<file path="src/rtl/imem_loader.sv">
// Boot-time instruction memory loader: parses a little-endian byte stream
// (count, payload words, XOR checksum), writes the words and holds the core until verified.
module imem_loader #(
  parameter logic [31:0] BASE_ADDR = 32'h0100_0000,
  parameter int unsigned MAX_WORDS = 1024
) (
  input  logic        clock,
  input  logic        reset,
  input  logic        byte_valid,
  input  logic [7:0]  byte_data,
  output logic        byte_ready,
  output logic        mem_we,
  output logic [31:0] mem_addr,
  output logic [31:0] mem_wdata,
  input  logic        mem_ready,
  output logic        cpu_hold,
  output logic        done,
  output logic        error,
  output logic [31:0] words_written
);

  typedef enum logic [2:0] {
    ST_HDR   = 3'd0,
    ST_DATA  = 3'd1,
    ST_WRITE = 3'd2,
    ST_CHK   = 3'd3,
    ST_DONE  = 3'd4,
    ST_ERR   = 3'd5
  } state_t;

  localparam logic [31:0] MAX_WORDS_W = 32'(MAX_WORDS);

  state_t      state_r;
  state_t      state_next_s;
  logic [1:0]  byte_idx_r;
  logic [31:0] count_r;
  logic [31:0] word_r;
  logic [7:0]  csum_r;
  logic [31:0] words_written_r;
  logic [31:0] addr_r;
  logic        accept_state_s;
  logic        byte_ready_s;
  logic        byte_fire_s;
  logic        last_byte_s;
  logic [31:0] count_full_s;
  logic [31:0] words_next_s;

  function automatic logic [7:0] csum_update(input logic [7:0] csum, input logic [7:0] b);
    return csum ^ b;
  endfunction

  // Handshake decode; the full count is only meaningful on the 4th header byte.
  always_comb begin
    accept_state_s = (state_r == ST_HDR) || (state_r == ST_DATA) || (state_r == ST_CHK);
    byte_ready_s   = accept_state_s && !reset;
    byte_fire_s    = byte_valid && byte_ready_s;
    last_byte_s    = (byte_idx_r == 2'd3);
    count_full_s   = {byte_data, count_r[23:0]};
    words_next_s   = words_written_r + 32'd1;
  end

  // State register.
  always_ff @(posedge clock) begin
    if (reset) begin
      state_r <= ST_HDR;
    end else begin
      state_r <= state_next_s;
    end
  end

  // Next-state logic.
  always_comb begin
    state_next_s = state_r;
    case (state_r)
      ST_HDR: begin
        if (byte_fire_s && last_byte_s) begin
          if (count_full_s == 32'd0) begin
            state_next_s = ST_CHK;
          end else if (count_full_s > MAX_WORDS_W) begin
            state_next_s = ST_ERR;
          end else begin
            state_next_s = ST_DATA;
          end
        end else begin
          state_next_s = state_r;
        end
      end
      ST_DATA: begin
        if (byte_fire_s && last_byte_s) begin
          state_next_s = ST_WRITE;
        end else begin
          state_next_s = state_r;
        end
      end
      ST_WRITE: begin
        if (mem_ready) begin
          state_next_s = (words_next_s < count_r) ? ST_DATA : ST_CHK;
        end else begin
          state_next_s = state_r;
        end
      end
      ST_CHK: begin
        if (byte_fire_s) begin
          state_next_s = (byte_data == csum_r) ? ST_DONE : ST_ERR;
        end else begin
          state_next_s = state_r;
        end
      end
      ST_DONE: state_next_s = ST_DONE;
      ST_ERR:  state_next_s = ST_ERR;
      default: state_next_s = ST_ERR;
    endcase
  end

  // Datapath: count/word assembly, checksum and write address tracking.
  always_ff @(posedge clock) begin
    if (reset) begin
      byte_idx_r      <= 2'd0;
      count_r         <= 32'd0;
      word_r          <= 32'd0;
      csum_r          <= 8'd0;
      words_written_r <= 32'd0;
      addr_r          <= BASE_ADDR;
    end else begin
      case (state_r)
        ST_HDR: begin
          if (byte_fire_s) begin
            count_r[{byte_idx_r, 3'b000} +: 8] <= byte_data;
            byte_idx_r                         <= byte_idx_r + 2'd1;
          end
        end
        ST_DATA: begin
          if (byte_fire_s) begin
            word_r[{byte_idx_r, 3'b000} +: 8] <= byte_data;
            csum_r                            <= csum_update(csum_r, byte_data);
            byte_idx_r                        <= byte_idx_r + 2'd1;
          end
        end
        ST_WRITE: begin
          if (mem_ready) begin
            words_written_r <= words_next_s;
            addr_r          <= addr_r + 32'd4;
          end
        end
        default: begin
          byte_idx_r <= byte_idx_r;
        end
      endcase
    end
  end

  // Output decode from registered state; reset forces the idle/held values immediately.
  always_comb begin
    byte_ready    = byte_ready_s;
    mem_we        = 1'b0;
    mem_addr      = BASE_ADDR;
    mem_wdata     = 32'd0;
    cpu_hold      = 1'b1;
    done          = 1'b0;
    error         = 1'b0;
    words_written = 32'd0;
    if (!reset) begin
      mem_we        = (state_r == ST_WRITE);
      mem_addr      = addr_r;
      mem_wdata     = word_r;
      cpu_hold      = (state_r != ST_DONE);
      done          = (state_r == ST_DONE);
      error         = (state_r == ST_ERR);
      words_written = words_written_r;
    end else begin
      byte_ready = 1'b0;
    end
  end

endmodule

</file>
<file path="config.mk">
export PLATFORM = sky130hd
export DESIGN_NAME = imem_loader
export DESIGN_NICKNAME = d
export VERILOG_FILES = /design/src/rtl/imem_loader.sv
export SDC_FILE = /design/constraint.sdc
export NUM_CORES = 1
export LEC_CHECK = 0
export CAP_MARGIN = 20
export CORE_UTILIZATION = 55
export DETAILED_ROUTE_END_ITERATION = 8
export HOLD_SLACK_MARGIN = 0.03
export PLACE_DENSITY = 0.9
export REMOVE_ABC_BUFFERS = 1
export SLEW_MARGIN = 10
export SYNTH_ARGS = -nofsm -noshare
export SYNTH_HDL_FRONTEND = slang
export SYNTH_SLANG_ARGS = --single-unit
</file>
<file path="constraint.sdc">
create_clock -name clock -period 7.5 [get_ports clock]
set_input_delay 0.75 -clock clock [delete_from_list [all_inputs] [get_ports clock]]
set_output_delay 0.75 -clock clock [all_outputs]
set_load 0.05 [all_outputs]
</file>
After elaboration in Yosys (flattened, before gate mapping):

Index checks and enable logic that the tools add are counted.

* register bits: 141
* input bits: 12
* output and inout port bits: 101

* add/sub/neg operators: 4
* magnitude comparators: 2
* equal/unequal tests: 12
* shifts and indexed selects: 2
* mux-type cells: 19
* bitwise gates (word level): 1
* reduce and logical (&&, ||, !) cells: 14

Operators with widths (number)
* 32-bit 2-to-1 mux: 3
* 32-bit bitwise mux: 2
* 32-bit by 1-bit adder with 32-bit output (second input constant): 1
* 32-bit by 3-bit adder with 32-bit output (second input constant): 1
* 32-bit by 11-bit greater-than comparator with 1-bit output (second input constant): 1
* 32-bit logical NOT: 1
* 32-bit < comparator: 1
* 8-bit by 7-bit variable shift with 32-bit output (first input constant): 1
* 8-bit by 7-bit indexed part select with 32-bit output: 1
* 3-bit 2-to-1 mux: 6
* 3-bit case mux with 5 select lines: 1
* 8-bit == test: 1
* 2-bit AND reduction: 4
* 8-bit XOR: 1
* 5-bit negation with 7-bit output: 1
* 3-bit by 2-bit == test with 1-bit output (second input constant): 2
* 3-bit == test (second input constant): 2
* 1-bit 2-to-1 mux: 6
* 2-bit by 1-bit != test with 1-bit output (second input constant): 2
* 2-bit != test (second input constant): 2
* 4-bit AND reduction: 1
* 3-bit by 1-bit == test with 1-bit output (second input constant): 1
* 1-bit logical AND: 3
* 3-bit logical NOT: 1
* 7 further kinds: 8

Longest topological paths before layout:

Gate-level depths: netlist of the first run.

* word-level depth: 8
* mapped depth: 14
* depth with buffers taken out: 14

Least setup slack after synthesis of the first run:

No wires, ideal clock.

* kind: input port to output port
* start: in reset
* end: out error
* data arrival time: 2.252 ns
* data required time: 6.750 ns
* path slack: 4.498 ns
* stages: 3
* path through: clkbuf_1 nand2b_1 nor3b_1

* longest elaborated chain between the ends: 1

Ends and longest elaborated chain
* start: declaration: line 8 `input logic reset,`
* 1-bit 2-to-1 mux: line 162 `if (!reset) begin`
* end: declaration: line 18 `output logic error,`

No other way between the ends.

Final worst setup path of the first run:

* start: in reset
* end: out mem_we

* longest elaborated chain between the ends: 1

Ends and longest elaborated chain
* 1-bit 2-to-1 mux: line 162
* end: declaration: line 12 `output logic mem_we,`

No other way between the ends.

==> impl_metrics.toml, run 1 <==
[sta]
period_needed_ps = 3680
fin_crit_sh = 0.491
relSlewSlack = 0.331
max_freq_mhz = 272
tns_ps = 0
finalHoldViolCount = 0
finalSetupViolations = 0
tightest_slew_ps = 996
finalMaxSlewViolations = 0
fin_skew_ps = 5.29
rsz0062_at_grt = "false"

[synthesis]
synth_top_family_by_area = "simple AND/OR/NAND/NOR gates"
synthDistinctLibCells = 53
synthCells = 1035
ys_async_sr_fraction = 0
avgSynthCellArea_sq_um = 7.54
synthMuxAreaShare = 0.00144
syn_area_sq_um = 7810
yosysWarnings = 0
synth_seq_cells = 139
synth_adder_area_share = 0.0609
synth_compound_area_frac = 0.0837
seq_area_frac_synth = 0.356
yosys.area_share.simple = 0.339
ys.flop_type = "dfxtp_1"
synth_edf_count = 0
synthXorXnorAreaFrac = 0.110

[clocking]
post_cts_resized = 0
tritoncts = "yes"
numCtsBuffers = 17
clkLatencyLatePin_ps = 430
cts-root-buf = "clkbuf_16"
post_cts_buffers = 0
h-tree-depth = 4
path_clk_slew_ps = 60
clockBufferDepth = 2
postCtsHoldBufs = 0
cts_sinks = 139

[detailed_routing]
drt-vias-per-instance = 5.50
wl_per_cell_microns = 14.0
drcViolationCount = 0
drt-initial-drc-count = 546
ant_nets = 0
route.vias.total = 7160
dr.pass1.iters = 5
drt-total-wl_microns = 18300

[run_status]
outcome = "finished clean"

[finish]
drive_gt1_frac = 0.0445
diodes = 0
multi_input_area_sq_um = 4650
area_growth_pct = 21.7
seqCellArea_sq_um = 2780
nets = 1160
fillers = 1102

[placement]
io_buffer_count = 110
gp_congestion = 0.853
hpwl_microns = 12800

[critical_path]
cp.required_ps = 6750
crit_arrival_ps = 2930
crit_type = "in -> out"
worstPathMaxFanout = 147
start_kind = "input pin"
end_kind = "output pin"

[floorplanning]
core_area_sq_um = 13900
ios = 113
rows = 43
start_util = 0.562
dieArea_sq_um = 14700
die_w_microns = 121
dieHeight_microns = 121

[global_route]
track_usage = 0.258
grt_pass1_vias = 6647
antenna_found_initial = 0
grt_pass1_wl_microns = 30100
grt-ovfl-total = 0
grt_max_degree = 148

[power]
max-vdd-ir-drop_mv = 0.145
p_leak_uw = 0.00355
power_uw = 1650
p_per_area_nw_per_um2 = 174

[min_path]
holdCritPathClass = "reg -> reg"

[flow_run]
max_cap_viol_count = 0
-- stage by stage --
step | instance area (sq um) | hold WS [ps] | util | setup WS, ps | cells
after global routing | 9500 | 504 | 0.685 | 3680 | 1303
after floorplan | 7580 | 447 | - | 4590 | 979
after global placement | 8920 | 458 | 0.643 | 3890 | 1271
after detailed placement | 8920 | 471 | 0.643 | 3850 | 1271
final | 9500 | 481 | 0.685 | 3820 | 1303
after CTS | 9500 | 486 | 0.685 | 3850 | 1303
-- path summary, 6_finish.rpt --
check / startpoint / endpoint / slack, ps / cells past startpoint
worst max-delay path: reset / mem_we / 3820 / 4
worst min register to register: word_r[21] / word_r[21] / 480 / 2
worst max register to register: words_written_r[0] / state_r[1] / 4090 / 12
worst min-delay path: word_r[21] / word_r[21] / 480 / 2
-- routing by layer --
metal | routed length [microns] | track usage | up-vias
li1 | - | - | 3558
met1 | 8050 | 0.320 | 3362
met2 | 8870 | 0.430 | 201
met3 | 940 | 0.0630 | 39
met4 | 411 | 0.0988 | 0
met5 | 0 | 0 | -
-- report_power, final --
part           switching [uW]  total (uW)  internal (uW)
logic                    61.2        84.7           23.6
clock network             318         824            505
registers                3.65         745            742
-- critical path, cell delays in order --
cell and delay, ps:
buf_6 680, buf_4 540, nor3_1 140, clkdlybuf4s50_1 720
-- state kept, by name, indices dropped and copies added (netlist names) --
name,cells
count_r,32
word_r,32
words_written_r,32
addr_r,30
csum_r,8
state_r,3
byte_idx_r,2
-- cell type report --
class	count	area share
clock buffer	21	0.0484
clock inverter	11	0.0125
inverter	39	0.0154
multi-input combinational	801	0.490
sequential	139	0.293
tap	180	0.0237
timing repair buffer	112	0.118
-- cells in the final DEF (no fill, tap or decap), drive strengths merged, types with 2 or more instances in the layout --
master         instances
clkbuf                21
nand2                 95
clkinv                 7
nand4                 13
buf                    3
or3                   10
a221oi                 2
o21ai                 18
nor2                 220
nor3                  23
and3                  20
clkdlybuf4s50        109
nor3b                  5
a31o                   2
dfxtp                139
conb                   2
nand2b                 5
nor4                  13
ha                    38
and2                   3
inv                   40
and4                   4
nand3                 30
or4                    2
xor2                  58
or2                    3
nor2b                 90
bufinv                 2
o41ai                  2
a21oi                 87
xnor2                 40
a211oi                 6
-- cells by family after synthesis --
kind of cell,count (synthesis)
AOI/OAI and AO/OA,121
buffers and inverters,96
xor gates and xnor gates,98
muxes,1
and+or+nand+nor,541
other,1
adders and majority gates,38
DFF,139
-- cell usage after synthesis (12+ instances only) --
library cell  count  share of area
nor3_1           21          0.013
nand2_1          94          0.045
and3_1           19          0.015
nor2_1          220           0.11
a21oi_1          87          0.056
nand3_1          29          0.019
xnor2_1          40          0.045
dfxtp_1         139           0.36
o21ai_0          18          0.012
xor2_1           58          0.065
ha_1             38          0.061
nand4_1          12         0.0096
nor2b_1          90          0.072
clkbuf_1         49          0.024
inv_1            39          0.019
No activity file was read; power rests on OpenSTA's default activity.
==> run 2: changes to the inputs <==
Settings changed: CORE_UTILIZATION 55 to 50, PLACE_DENSITY 0.9 to 0.86.
Clock period 7.5 ns to 3.2 ns, I/O delays scaled along.
==> run 2 against run 1 <==
Sequential share of layout area is 0.92 points lower; critical endpoint is now state_r[1]; clock power increased by 140%; critical path type is now reg -> reg; largest cell class unchanged; register-to-register slack lost 4000 ps.
==> impl_metrics.toml, run 2 (synthesized netlist as in run 1, its figures left out) <==
[global_route]
grt-ovfl-total = 0
antenna_found_initial = 0
track_usage = 0.236
grt_pass1_wl_microns = 30500
grt_max_degree = 78
grt_pass1_vias = 6694

[critical_path]
end_kind = "flop"
rr_worst_depth = 12
start_kind = "flop"
crit_type = "reg -> reg"
crit_arrival_ps = 3380
r2r_start = "words_written_r[7]"
worstPathMaxFanout = 6
cp.required_ps = 3510
ff2ff_setup_slack_ps = 130
r2r-end = "state_r[1]"

[finish]
nets = 1189
diodes = 0
final_cell_area_sq_um = 9820
final_common_cell = "nor2_1"
largestRegisters = "count_r x32, word_r x32, words_written_r x32"
drive_gt1_frac = 0.0757
area_growth_pct = 25.8
final_cells = 1338
layout_common_cells = "nor2_1 (218), dfxtp_1 (137), clkdlybuf4s50_1 (109)"

[detailed_routing]
wl_met1_microns = 8250
top_layer_used = "met4"
wl_met2_microns = 9290
ant_nets = 0
dr.pass1.iters = 7
wl_per_cell_microns = 14.1
drt-initial-drc-count = 404
dr_wl_met3_microns = 814
drt-vias-per-instance = 5.39
drcViolationCount = 0
drt-total-wl_microns = 18900
route.vias.total = 7213

[clocking]
cts_sinks = 139
cts-root-buf = "clkbuf_16"
numCtsBuffers = 17
path_clk_slew_ps = 60
clkLatencyLatePin_ps = 430
h-tree-depth = 4
tritoncts = "yes"
clockBufferDepth = 2

[floorplanning]
core_area_sq_um = 15200
die_w_microns = 127
dieArea_sq_um = 16100
start_util = 0.514
ios = 113
rows = 45
dieHeight_microns = 127

[run_status]
outcome = "finished clean"

[min_path]
holdPathStages = 2
min_from = "reset"
hold_path_end = "count_r[22]"
holdCritPathClass = "in -> reg"

[placement]
dp_cells = 1305
place_ws_ps = -90.9
io_buffer_count = 110
placed_cell_area_sq_um = 9160
hpwl_microns = 13400
gp_congestion = 0.849

[sta]
finalMaxSlewViolations = 0
period_needed_ps = 3070
holdWs_ps = 309
setup_ws_ps = 127
tightest_slew_ps = 876
rsz0062_at_grt = "false"
fin_crit_sh = 0.960
relSlewSlack = 0.412
finalHoldViolCount = 0
max_freq_mhz = 325
fin_skew_ps = 13.1
finalSetupViolations = 0

[flow_run]
max_cap_viol_count = 0

[power]
p_leak_uw = 0.00372
power_uw = 3950
p_per_area_nw_per_um2 = 403
max-vdd-ir-drop_mv = 0.333
==> run 2: cell types whose count changed in the layout (fill, tap and decap cells not counted), sizes merged <==
cell      before  now
buf            3   32
clkinv         7    2
clkbuf        21   23
bufinv         2    3
clkinvlp       1    2
inv           40   39
==> run 2: power breakdown <==
group / switching [uW] / internal, uW / leakage (uW)
clock network: 711 / 1270 / 0.000285
logic: 149 / 71.2 / 0.00232
registers: 9.19 / 1740 / 0.00112
total: 869 / 3080 / 0.00372
==> run 2: per-layer routing <==
layer | track usage | up-vias
met5 | 0 | -
met1 | 0.278 | 3360
met3 | 0.0468 | 49
met4 | 0.118 | 0
met2 | 0.408 | 209
li1 | - | 3595
==> run 2: worst max-delay path by stage <==
stage	from	to	cells after the start
final	words_written_r[7]	state_r[1]	12
after global routing	words_written_r[2]	state_r[1]	12
after CTS	words_written_r[7]	state_r[1]	12
after detailed placement	words_written_r[1]	state_r[1]	12
after global placement	words_written_r[1]	state_r[1]	12
after floorplan	words_written_r[0]	state_r[1]	12
==> run 2: through the flow <==
| stage | util | TNS [ps] |
|---|---|---|
| CTS | 0.643 | 0 |
| global route | 0.646 | 0 |
| detailed placement | 0.602 | -90.9 |
| finish | 0.646 | 0 |
| floorplan | - | 0 |
| global placement | 0.602 | 0 |
==> run 2: layout make-up <==
class | count | area [sq um]
fill | 1231 | 5380
multi-input combinational | 801 | 4700
sequential | 139 | 2790
timing repair buffer | 141 | 1360
clock buffer | 23 | 478
tap | 188 | 235
inverter | 39 | 146
clock inverter | 7 | 115
==> run 2: worst max-delay path, stage by stage (launching register included) <==
cell and delay (ps):
dfxtp_1 420, inv_1 140, or4_4 620, nor2_4 160
and3_1 190, xor2_1 190, ha_1 280, nand3_1 140
nor2_1 80, a221oi_2 260, o41ai_2 150, a211oi_2 220
o21ai_1 100
==> run 2: repair_timing <==
| action | in CTS | in global routing |
|---|---|---|
| resized for setup | 5 | 8 |
| hold buffers | 0 | 0 |
| setup endpoints to repair | 1 | 1 |
| setup buffers | 0 | 3 |
| pin swaps | 2 | 5 |
| gates cloned | 0 | 0 |
